<file path="src/rtl/instr_prefetch_queue.sv">
// -----------------------------------------------------------------------------
// instr_prefetch_queue
//   Instruction prefetch queue between instruction memory and the fetch/decode
//   register. A small FSM (IDLE/REQ/DROP) issues sequential word fetches into
//   a DEPTH-entry circular FIFO of {pc, instr} pairs. An execute-stage
//   redirect flushes the queue and restarts fetching at the branch target;
//   a response still in flight at redirect time is discarded (DROP).
//
// Parameters
//   DEPTH     queue entries, power of two, >= 2
//   RESET_PC  first fetch address after reset
//
// Ports
//   clk          in   single clock, rising edge
//   reset        in   synchronous, active-high
//   imem_req     out  instruction-memory read request
//   imem_addr    out  word address of the outstanding request
//   imem_ack     in   request complete, imem_rdata valid this cycle
//   imem_rdata   in   instruction word
//   redirect     in   branch/jump taken in execute (PCSrcE)
//   redirect_pc  in   new fetch address (PCTargetE)
//   stall        in   downstream fetch/decode register not accepting
//   valid        out  InstrF/PCF hold a real queued instruction
//   InstrF       out  queue-head instruction (NOP when empty)
//   PCF          out  queue-head PC (0 when empty)
//
// Optional feature (macro IPQ_PERF_EN)
//   perf_redirect_cnt  out  16-bit saturating count of redirect cycles
//   perf_drop_cnt      out  16-bit saturating count of discarded acks
// -----------------------------------------------------------------------------
module instr_prefetch_queue #(
   parameter int unsigned DEPTH    = 4,
   parameter logic [31:0] RESET_PC = 32'h0000_0000
) (
   input  logic        clk,
   input  logic        reset,
   output logic        imem_req,
   output logic [31:0] imem_addr,
   input  logic        imem_ack,
   input  logic [31:0] imem_rdata,
   input  logic        redirect,
   input  logic [31:0] redirect_pc,
   input  logic        stall,
   output logic        valid,
   output logic [31:0] InstrF,
   output logic [31:0] PCF
`ifdef IPQ_PERF_EN
   ,
   output logic [15:0] perf_redirect_cnt,
   output logic [15:0] perf_drop_cnt
`endif
);

   localparam int unsigned PW = (DEPTH > 1) ? $clog2(DEPTH) : 1;
   localparam int unsigned CW = PW + 1;
   localparam logic [31:0] NOP = 32'h0000_0013;

   typedef enum logic [1:0] {
      IDLE,
      REQ,
      DROP
   } stateT;

   stateT          state;
   logic [CW-1:0]  count;
   logic [CW-1:0]  countNext;
   logic [PW-1:0]  rdPtr;
   logic [PW-1:0]  wrPtr;
   logic [31:0]    fetchPc;
   logic [31:0]    fetchPcInc;
   logic [31:0]    reqAddr;
   logic           push;
   logic           pop;
   logic           roomNext;

   logic [31:0]    pcMem    [DEPTH];
   logic [31:0]    instrMem [DEPTH];

   // A push only happens in REQ and only when no redirect is flushing the
   // queue; requests are issued only with a slot reserved, so it cannot
   // overflow.
   always_comb begin
      push       = (state == REQ) && imem_ack && !redirect;
      pop        = (count != '0) && !stall;
      fetchPcInc = fetchPc + 32'd4;
      countNext  = count;
      if (push && !pop) begin
         countNext = count + CW'(1);
      end else if (!push && pop) begin
         countNext = count - CW'(1);
      end
      roomNext   = (countNext < CW'(DEPTH));
   end

   always_ff @(posedge clk) begin
      if (reset) begin
         state   <= IDLE;
         count   <= '0;
         rdPtr   <= '0;
         wrPtr   <= '0;
         fetchPc <= RESET_PC;
         reqAddr <= RESET_PC;
      end else if (redirect) begin
         // Flush dominates push/pop; an outstanding request without its ack
         // must still be completed on the bus, so it is drained in DROP.
         count   <= '0;
         rdPtr   <= '0;
         wrPtr   <= '0;
         fetchPc <= redirect_pc;
         case (state)
            REQ:     state <= imem_ack ? IDLE : DROP;
            DROP:    state <= DROP;
            default: state <= IDLE;
         endcase
      end else begin
         count <= countNext;
         if (push) begin
            wrPtr   <= wrPtr + PW'(1);
            fetchPc <= fetchPcInc;
         end
         if (pop) begin
            rdPtr <= rdPtr + PW'(1);
         end
         case (state)
            IDLE: begin
               if (roomNext) begin
                  reqAddr <= fetchPc;
                  state   <= REQ;
               end
            end
            REQ: begin
               if (imem_ack) begin
                  if (roomNext) begin
                     reqAddr <= fetchPcInc;
                  end else begin
                     state <= IDLE;
                  end
               end
            end
            DROP: begin
               if (imem_ack) begin
                  state <= IDLE;
               end
            end
            default: state <= IDLE;
         endcase
      end
   end

   always_ff @(posedge clk) begin
      if (push && !reset) begin
         pcMem[wrPtr]    <= reqAddr;
         instrMem[wrPtr] <= imem_rdata;
      end
   end

   always_comb begin
      imem_req  = (state != IDLE);
      imem_addr = reqAddr;
      valid     = (count != '0);
      InstrF    = NOP;
      PCF       = '0;
      if (valid) begin
         InstrF = instrMem[rdPtr];
         PCF    = pcMem[rdPtr];
      end
   end

`ifdef IPQ_PERF_EN
   logic dropAck;

   // An ack is discarded when it races a redirect in REQ or arrives in DROP.
   always_comb begin
      dropAck = imem_ack && (((state == REQ) && redirect) || (state == DROP));
   end

   always_ff @(posedge clk) begin
      if (reset) begin
         perf_redirect_cnt <= '0;
         perf_drop_cnt     <= '0;
      end else begin
         if (redirect && (perf_redirect_cnt != '1)) begin
            perf_redirect_cnt <= perf_redirect_cnt + 16'd1;
         end
         if (dropAck && (perf_drop_cnt != '1)) begin
            perf_drop_cnt <= perf_drop_cnt + 16'd1;
         end
      end
   end
`endif

endmodule

</file>
<file path="config.mk">
export PLATFORM = sky130hd
export DESIGN_NAME = instr_prefetch_queue
export DESIGN_NICKNAME = d
export VERILOG_FILES = /design/src/rtl/instr_prefetch_queue.sv
export SDC_FILE = /design/constraint.sdc
export NUM_CORES = 1
export LEC_CHECK = 0
export CORE_MARGIN = 2
export CORE_UTILIZATION = 47
export DETAILED_ROUTE_END_ITERATION = 10
export MAX_ROUTING_LAYER = met4
export PLACE_DENSITY = 0.69
export SLEW_MARGIN = 20
export SYNTH_ARGS = -nofsm -noshare
export SYNTH_HDL_FRONTEND = slang
export SYNTH_SLANG_ARGS = --single-unit
</file>
<file path="constraint.sdc">
create_clock -name clk -period 5.9 [get_ports clk]
set_input_delay 1.18 -clock clk [delete_from_list [all_inputs] [get_ports clk]]
set_output_delay 1.18 -clock clk [all_outputs]
set_load 0.005 [all_outputs]
</file>
# --- Word level (Yosys, flattened, before mapping) ---
# Memory sizes are Yosys's and may differ from the RTL's. A register that Yosys moved wholly into a read port is not among the register bits.
# Cells that the tools add are included.
classes:
  n_addsub: 5
  mul: 0
  div: 0
  n_lt_le_gt_ge: 1
  eq_ne: 9
  shifts: 0
  muxes: 24
  n_bitwise: 1
  n_reduce_logical: 19
ops:
  columns: ["operator", "n"]
  rows:
  - ["two-way mux 32 bit", 7]
  - ["one-hot mux 32 bit (2 select lines)", 1]
  - ["adder 32 x 3 -> 32 bit, second input constant", 1]
  - ["two-way mux 2 bit", 10]
  - ["inequality test 3 bit, second input constant", 4]
  - ["logical AND 1 bit", 6]
  - ["two-way mux 3 bit", 2]
  - ["inequality test 2 bit, second input constant", 3]
  - ["one-hot mux 2 bit (3 select lines)", 1]
  - ["nonzero test 2 bit", 3]
  - ["logical NOT 1 bit", 5]
  - ["AND reduction 5 bit", 1]
  - ["adder 2 x 1 -> 2 bit, second input constant", 2]
  - ["one-hot mux 2 bit (2 select lines)", 1]
  - ["AND reduction 4 bit", 1]
  - ["adder 3 x 1 -> 3 bit, second input constant", 1]
  - ["less-than comparator 3 bit, second input constant", 1]
  - ["nonzero test 3 bit", 1]
  - ["subtractor 3 x 1 -> 3 bit, second input constant", 1]
  - ["== test 2 x 1 -> 1 bit, second input constant", 1]
  - ["== test 2 bit, second input constant", 1]
  - ["logical NOT 2 bit", 1]
  - ["two-way mux 1 bit", 2]
  - ["OR reduction 2 bit", 1]
  - ["NOT 1 bit", 1]
totals:
  ff_bits: 73
  latchBits: 0
  ramBits: 256
  mem_bits_ro: 0
  in_bits: 69
  elab_cells: 67
  n_memories: 2
memory_table:
  columns: ["memory", "words", "word_bits", "read_ports", "rd_ports_with_merged_regs", "wr", "line_no", "rtl"]
  rows:
  - ["instrMem", 4, 32, 1, 1, 1, "77", "logic [31:0] instrMem [DEPTH];"]
  - ["pcMem", 4, 32, 1, 1, 1, "76", "logic [31:0] pcMem [DEPTH];"]

# --- Depth between registers and ports, before layout ---
# Gate-level depths: netlist (run 1).
logic_depth:
  word_depth: 12
  mapped_depth: 15
  mapped_depth_nobuf: 11

# --- Worst setup path before layout (run 1) ---
# Ideal clock, no wire load.
synth_path:
  kind: "input to register"
  start: "input port imem_ack"
  end: "memory instrMem[0][0], enable pin"
  arrival_time_ps: 3379
  required_ps: 5471
  setup_slack_ps: 2092
  stages: 4
  path_buffers: 2
  path_cell_list: "and2_1 -> clkbuf_1 -> clkbuf_1 -> and3_1"
synth_via:
  elab_chain_cells: 5
synth_lines:
  columns: ["element", "line_no", "rtl"]
  rows:
  - ["from (decl)", "39", "input logic imem_ack,"]
  - ["logical AND 1 bit (2 in a row)", "83", "push = (state == REQ) && imem_ack && !redirect;"]
  - ["logical AND 1 bit", "151", "if (push && !reset) begin"]
  - ["two-way mux 1 bit", "151", null]
  - ["two-way mux 1 bit (implied by the code)", "153", "instrMem[wrPtr] <= imem_rdata;"]
  - ["to (decl)", "77", null]
# Every way passes these cells.

==> run summary, run 1 <==
Vias: 7816
post-synthesis sequential area ratio: 66.73%
fin crit period: 4217 ps
Tcrit/Tclk final: 71.47%
Wirelength per Cell: 19.06 um
Synth cell types: 49
Pins Over Slew Limit: 0
Synth top area share: 55.83%
DR pass1 iterations: 5
clk root buf: clkbuf_16
Min-Delay Path Depth: 2
WP data required: 4720 ps
Mapped Avg Cell Area: 15.21 um2
LEAKAGE: 5.368 nW
worst-margin pin slew: 1061 ps
global placement routability congestion: 0.8205
count leader, synth: edfxtp_1
DR iter-0 viols: 639
YS warnings: 0
hold crit path type: register to register
top cell type by total area after synthesis: edfxtp_1
flops & latches, synth: 331
Synth Instances: 905
CTS resizes: 0
clk sinks: 331
status: finished clean
HP Start: wrPtr[1]$_SDFFE_PP0N_
crit path kind: register to output port
Post-DP HPWL: 16800 um
Clk Latency, worst-skew pair: 510 ps
Post-synth top cells: 256 x edfxtp_1, 75 x dfxtp_1, 66 x nor2_1
final setup fails: 0
clock slew at reported path FFs: 60 ps
proportion of layout cells with a drive suffix above 1: 13.48%
vias in the first global route: 7743
Max FO, Critical Path: 34
CTS Hold Bufs: 0
Starting Density: 47.84%
skew final: 9.345 ps
nets: 1139
Max Fclk: 237.1 MHz
die width: 175.2 um
Worst path max stage delay: 790 ps
startpoint types: register
CTS tree: done
final hold vios: 0
Syn Nets: 987
Multi-input gate area: 4219 um2
filler instances: 2314
initial antenna violation count: 0
Peak VDD IR: 0.1741 mV
Post-route DRC: 0
core area: 28780 um2
vias per cell: 5.328
post-route ant nets: 0
TNS Setup: 0 ps
ANT cells: 0
total power: 4.928 mW
Rows: 62
Slew headroom: 29.28%
I/O Buffers: 166
CTS Buffer Depth: 3
Worst path slowest cell: dfxtp_4
Overflow after GRT: 0
CP Capture Type: output port
Routed WL: 27960 um
Storage cell area: 9196 um2
data arrival time of the worst path: 3040 ps
Post-synth EDFFs: 256
mapped cell area: 13770 um2
GRT Resource Usage Total: 18.94%
top cells by area, synth: edfxtp_1 56%, dfxtp_1 11%, mux4_2 10%
maxcap violations: 0
largest net degree at the start of global routing: 68
Max H-tree Level: 2
Die ar.: 30680 um2
Async SR Flop Fraction: 0%
first-pass GRT wire length: 43930 um
Area Growth Syn to Fin: 21.74%
post-CTS setup buffers: 0
Die H: 175.2 um
# IOs: 167
Worst R2R Start: state[1]$_SDFFE_PP0P_
R2R depth: 12
main flop type after synthesis: edfxtp_1
RSZ-0062 raised after global routing: false
P per Cell Area: 294.0 nW/um2
critical-path cell list: buf_4, mux4_2, and2_1, clkdlybuf4s50_1
Inserted Clock Buffers: 35
==> layout by cell type, fill, tap and decap left out, types with 3 or more instances in the layout <==
| cell | count |
|---|---|
| inv_1 | 23 |
| edfxtp_1 | 256 |
| nor2b_1 | 8 |
| or3_1 | 3 |
| a211oi_1 | 33 |
| and3_4 | 4 |
| mux2i_1 | 7 |
| clkbuf_16 | 36 |
| o21a_1 | 12 |
| o21ai_0 | 7 |
| dfxtp_1 | 73 |
| nor3_1 | 10 |
| ha_1 | 13 |
| nand2_1 | 37 |
| and4_1 | 3 |
| clkinv_1 | 5 |
| and2_1 | 64 |
| clkinv_2 | 8 |
| xnor2_1 | 33 |
| buf_4 | 7 |
| nor4_2 | 3 |
| nand4_1 | 16 |
| or2_2 | 4 |
| mux4_2 | 64 |
| nor2_1 | 66 |
| nand3_1 | 13 |
| and3_1 | 3 |
| nor4_1 | 9 |
| clkbuf_1 | 7 |
| xor2_1 | 25 |
| a21oi_1 | 30 |
| o22ai_1 | 6 |
| clkdlybuf4s50_1 | 164 |
==> critical path, delay by kind of cell (launching register included) <==
family	cells	cell delay, ps
and+or+nand+nor	1	160
buffers and inverters	2	970
muxes	1	550
DFF	1	790
==> layer usage <==
layer	up-vias	share of wire (%)	global-route usage (%)
li1	3718	-	-
met1	3824	45	26.16
met2	238	48	29.82
met3	36	5.7	3.264
met4	0	1.4	3.993
met5	-	0	-
==> logic make-up (layout without fill, tap and decap cells) <==
| logic type | count (synthesis) | count (layout) | synth area share, % |
|---|---|---|---|
| AOI/OAI and AO/OA | 93 | 93 | 4.443 |
| adders and majority gates | 13 | 13 | 1.181 |
| muxes | 71 | 71 | 10.98 |
| and+or+nand+nor | 257 | 257 | 10.16 |
| DFF | 331 | 331 | 66.73 |
| buffers and inverters | 82 | 260 | 2.817 |
| xor gates and xnor gates | 58 | 58 | 3.689 |
==> flip-flops by register name (all words and copies together), names as in the netlist, named ones only <==
signal and count:
fetchPc 32, pcMem 128, instrMem 128, wrPtr 2
imem_addr 32, count 3, rdPtr 2, state 2
==> per-stage QoR <==
stage	hold slack, ps	worst slack [ps]	area [um2]	cells	utilization [%]
after floorplan	460.1	2092	13770	905	-
after global placement	479.5	1910	15690	1404	54.52
after detailed placement	497.0	1846	15690	1404	54.52
after CTS	505.7	1592	16760	1467	58.25
after global routing	528.1	1455	16760	1467	58.25
final	500.7	1683	16760	1467	58.25
==> worst paths after layout <==
kind / slack, ps / endpoint
hold / removal: 500 / wrPtr[1]$_SDFFE_PP0N_
setup reg to reg: 2680 / imem_addr[23]$_SDFFE_PP0P_
setup / recovery: 1680 / PCF[16]
hold reg to reg: 500 / wrPtr[1]$_SDFFE_PP0N_
==> final cells by class <==
class | instances | share of cell area [%]
Multi-Input combinational cell | 492 | 25.17
Sequential cell | 331 | 54.86
Timing Repair Buffer | 173 | 10.17
Clock buffer | 43 | 5.531
Inverter | 24 | 0.5374
Tap cell | 384 | 2.866
Clock inverter | 20 | 0.8733
==> power breakdown <==
group	switching, mW	total, mW	internal, mW
clock network	0.872	2.04	1.17
logic	0.119	0.261	0.143
registers	0.0633	2.62	2.56
total	1.05	4.93	3.87
(Power assumes the default switching activity.)
==> run 2, diff against run 1 <==
clock period = 4.2 ns   (was 5.9 ns; I/O delays follow)
==> run 2 against run 1 <==
  * Non-clock buffer count grew 12
  * Sequential cell count is the same
  * Critical path type unchanged
  * Largest power group unchanged
  * Highest routed layer unchanged
  * Clock skew grew 5.4 ps
  * Clock power grew 42%
  * Critical path depth is the same
  * Register-to-register slack lost 1700 ps
==> run summary, run 2 (same netlist as run 1, synthesis figures left out) <==
DR pass1 iterations: 5
most common cell after layout, fill and taps aside: edfxtp_1
clk root buf: clkbuf_16
die width: 175.2 um
Max H-tree Level: 2
GRT Resource Usage Total: 18.98%
Vias: 7854
post-route ant nets: 0
P per Cell Area: 411.0 nW/um2
worst-margin pin slew: 1015 ps
global placement routability congestion: 0.8398
Max Fclk: 276.8 MHz
clk sinks: 331
Worst R2R Start: count[0]$_SDFFE_PP0P_
nets: 1151
initial antenna violation count: 0
R2R setup slack: 960 ps
Net Sw Power: 1.448 mW
CTS resizes: 0
Seq pwr share: 53.0%
Storage cell area: 9196 um2
Wirelength per Cell: 18.85 um
largest net degree at the start of global routing: 68
data arrival time of the worst path: 2770 ps
max layer used: met4
I/O Buffers: 166
Rows: 62
Overflow after GRT: 0
Max FO, Critical Path: 22
Area Growth Syn to Fin: 22.92%
final hold vios: 0
# IOs: 167
fin crit period: 3613 ps
proportion of layout cells with a drive suffix above 1: 13.99%
met1 wire length: 12950 um
Final Hold Slack: 494.9 ps
setup ws final: 586.8 ps
first-pass GRT wire length: 43920 um
status: finished clean
Peak VDD IR: 0.2227 mV
skew final: 14.75 ps
Clock power frac: 41.7%
vias per cell: 5.314
LEAKAGE: 5.445 nW
Routed WL: 27860 um
CP Capture Type: output port
Post-route DRC: 0
metal3 WL: 1333 um
Placed Cells: 1416
clock slew at reported path FFs: 60 ps
crit path kind: register to output port
Die ar.: 30680 um2
final setup fails: 0
ANT cells: 0
vias in the first global route: 7698
maxcap violations: 0
sw frac: 20.82%
RSZ-0062 raised after global routing: false
Die H: 175.2 um
Multi-input gate area: 4219 um2
CTS tree: done
Clk Latency, worst-skew pair: 510 ps
HP Start: fetchPc[1]$_SDFFE_PP0P_
Slew headroom: 31.78%
Starting Density: 47.84%
filler instances: 2208
most frequent cells in the layout: 256 x edfxtp_1, 164 x clkdlybuf4s50_1, 73 x dfxtp_1
hold crit path type: register to register
worst slack, placed: 628.3 ps
post-CTS setup buffers: 0
startpoint types: register
TNS Setup: 0 ps
Met2 Routed Length: 13090 um
core area: 28780 um2
Tcrit/Tclk final: 86.03%
Pins Over Slew Limit: 0
DR iter-0 viols: 682
Finished Layout Cells: 1478
CTS Hold Bufs: 0
biggest regs: instrMem x128, pcMem x128
total power: 6.955 mW
internal power: 5.507 mW
CTS Buffer Depth: 3
WP data required: 3360 ps
Post-DP HPWL: 18110 um
Inserted Clock Buffers: 35
Comb pwr share: 5.3%
run 2: cell count changes in the layout (fill, tap and decap cells not counted), sizes merged:
cell / change
bufinv: +1
buf: +12
clkinv: -6
clkinvlp: -1
clkbuf: +5
run 2: stage by stage:
stage / util [%] / area, um2
6_report: 58.81 / 16930
5_1_grt: 58.81 / 16930
4_1_cts: 58.81 / 16930
3_5_place_dp: 55.05 / 15840
3_3_place_gp: 55.05 / 15840
2_1_floorplan: - / 13770
run 2: critical path, stage by stage, from the launching register on:
cell	delay, ps
dfxtp_4	650
buf_4	400
mux4_2	550
and2_1	200
clkdlybuf4s50_1	450
run 2: power by group through the flow:
stage	sequential, mW	clock, mW	combinational, mW
after floorplan	3.72	0	0.190
after global placement	3.75	0	0.364
after detailed placement	3.76	0	0.371
after CTS	3.69	2.96	0.372
after global routing	3.70	3.11	0.403
final	3.68	2.90	0.367
run 2: per-layer routing:
metal | vias up | global-route usage [%]
met2 | 197 | 28.85
met5 | - | -
met4 | 0 | 4.722
met3 | 38 | 2.742
met1 | 3868 | 27.22
li1 | 3751 | -
run 2: layout make-up:
| cell class | count | share of cell area (%) |
|---|---|---|
| flip-flops and latches | 331 | 54.34 |
| inverters | 24 | 0.5323 |
| repair buffers | 185 | 10.97 |
| clock buffers | 48 | 5.589 |
| multi-input cells | 492 | 24.93 |
| clock inverters | 14 | 0.8058 |
| well taps | 384 | 2.839 |
run 2: worst paths after layout:
path / endpoint / cells after the start
hold / removal: imem_addr[1]$_SDFFE_PP0P_ / 2
setup reg to reg: imem_addr[25]$_SDFFE_PP0P_ / 12
setup / recovery: PCF[13] / 4
hold reg to reg: imem_addr[1]$_SDFFE_PP0P_ / 2
==> run 3, diff against run 2 <==
ABC_AREA = 0   (was not set)
PLACE_DENSITY = not set   (was 0.69)
PLACE_DENSITY_LB_ADDON = 0.1   (was not set)
==> run 3 against run 2 <==
  * Count of clock-buffer cells in the layout is 4 lower
  * Via count hardly changed
  * Core utilization is 0.81 points higher
  * Wire length is 1.2% higher
  * Critical path depth is 3 higher
  * Cell area is 1.4% higher
  * Largest cell class unchanged
==> run summary, run 3 (same netlist as run 1, synthesis figures left out) <==
HP Start: count[0]$_SDFFE_PP0P_
LEAKAGE: 5.566 nW
Die H: 175.2 um
Finished Layout Cells: 1483
WP data required: 3360 ps
Min-Delay Path Depth: 2
CP Capture Type: output port
Post-route DRC: 0
Starting Density: 47.84%
vias in the first global route: 7747
fin crit period: 3787 ps
Post-DP HPWL: 18320 um
die width: 175.2 um
Tcrit/Tclk final: 90.18%
status: finished clean
DR iter-0 viols: 526
Slew headroom: 37.83%
CTS resizes: 0
Peak VDD IR: 0.2549 mV
nets: 1156
I/O Buffers: 166
RSZ-0062 raised after global routing: false
DR pass1 iterations: 4
setup ws final: 412.5 ps
ANT cells: 0
FF-to-FF End: imem_addr[26]$_SDFFE_PP0P_
data arrival time of the worst path: 2950 ps
final hold vios: 0
hold crit path type: register to register
fin area: 17160 um2
Routed WL: 28190 um
startpoint types: register
CTS Hold Bufs: 0
Final Util: 59.62%
# IOs: 167
clk sinks: 331
clock slew at reported path FFs: 50 ps
skew final: 19.07 ps
Inserted Clock Buffers: 36
CTS Buffer Depth: 3
core area: 28780 um2
clk root buf: clkbuf_16
Max Fclk: 264.0 MHz
Pins Over Slew Limit: 0
filler instances: 2217
P per Cell Area: 423.4 nW/um2
worst slack, placed: 733.3 ps
Overflow after GRT: 0
most common cell after layout, fill and taps aside: edfxtp_1
R2R depth: 13
Worst R2R Start: count[0]$_SDFFE_PP0P_
first-pass GRT wire length: 43770 um
crit path kind: register to output port
GRT Resource Usage Total: 18.96%
Vias: 7849
Area after DPL: 15940 um2
Area Growth Syn to Fin: 24.62%
vias per cell: 5.293
Rows: 62
final setup fails: 0
post-CTS setup buffers: 0
global placement routability congestion: 0.8538
largest net degree at the start of global routing: 68
maxcap violations: 0
Wirelength per Cell: 19.01 um
biggest regs: instrMem x128, pcMem x128
total power: 7.264 mW
Max FO, Critical Path: 45
initial antenna violation count: 0
most frequent cells in the layout: 256 x edfxtp_1, 164 x clkdlybuf4s50_1, 73 x dfxtp_1
Clk Latency, worst-skew pair: 510 ps
worst-margin pin slew: 924.8 ps
Placed Cells: 1420
Hold EP: count[0]$_SDFFE_PP0P_
TNS Setup: 0 ps
CTS tree: done
R2R setup slack: 990 ps
Max H-tree Level: 2
post-route ant nets: 0
Final Hold Slack: 499.9 ps
Die ar.: 30680 um2
proportion of layout cells with a drive suffix above 1: 14.83%
-- run 3: cell types whose count changed in the layout (fill, tap and decap cells not counted), sizes merged --
cell    previous run  this run
bufinv             2         6
inv               25        26
clkbuf            48        44
buf               21        25
-- run 3: layout make-up --
| class | count | area (um2) | area share [%] |
|---|---|---|---|
| Sequential cell | 331 | 9196 | 53.59 |
| Multi-Input combinational cell | 492 | 4228 | 24.64 |
| Timing Repair Buffer | 189 | 1949 | 11.36 |
| Clock buffer | 44 | 962.2 | 5.607 |
| Tap cell | 384 | 480.5 | 2.800 |
| Clock inverter | 19 | 252.7 | 1.473 |
| Inverter | 24 | 90.09 | 0.5250 |
-- run 3: worst max-delay path by stage --
stage | start | to | slack (ps)
finish | count[0]$_SDFFE_PP0P_ | PCF[14] | 410
global route | count[0]$_SDFFE_PP0P_ | InstrF[25] | 230
CTS | count[0]$_SDFFE_PP0P_ | PCF[14] | 340
detailed placement | imem_ack | imem_addr[28]$_SDFFE_PP0P_ | 730
global placement | imem_ack | imem_addr[30]$_SDFFE_PP0P_ | 810
floorplan | imem_ack | instrMem[0][0]$_DFFE_PP_ | 730
-- run 3: where the power goes --
group / switching, mW / internal (mW)
Clock: 1.21 / 2.00
Combinational: 0.164 / 0.206
Sequential: 0.0891 / 3.60
Total: 1.46 / 5.80
-- run 3: worst max-delay path, stage by stage (launching register included) --
cell and delay [ps]:
dfxtp_1 330, inv_1 80, ha_1 130, nor2b_1 620, inv_2 360, buf_12 280, and2_1 180, clkdlybuf4s50_1 440
-- run 3: per-layer routing --
layer | part of all wire, % | up-vias | wire, um | global-route usage, %
met1 | 46 | 3836 | 13020 | 26.47
met3 | 4.9 | 41 | 1388 | 2.894
li1 | - | 3768 | - | -
met5 | 0 | - | 0 | -
met2 | 47 | 204 | 13330 | 29.68
met4 | 1.6 | 0 | 447 | 4.375
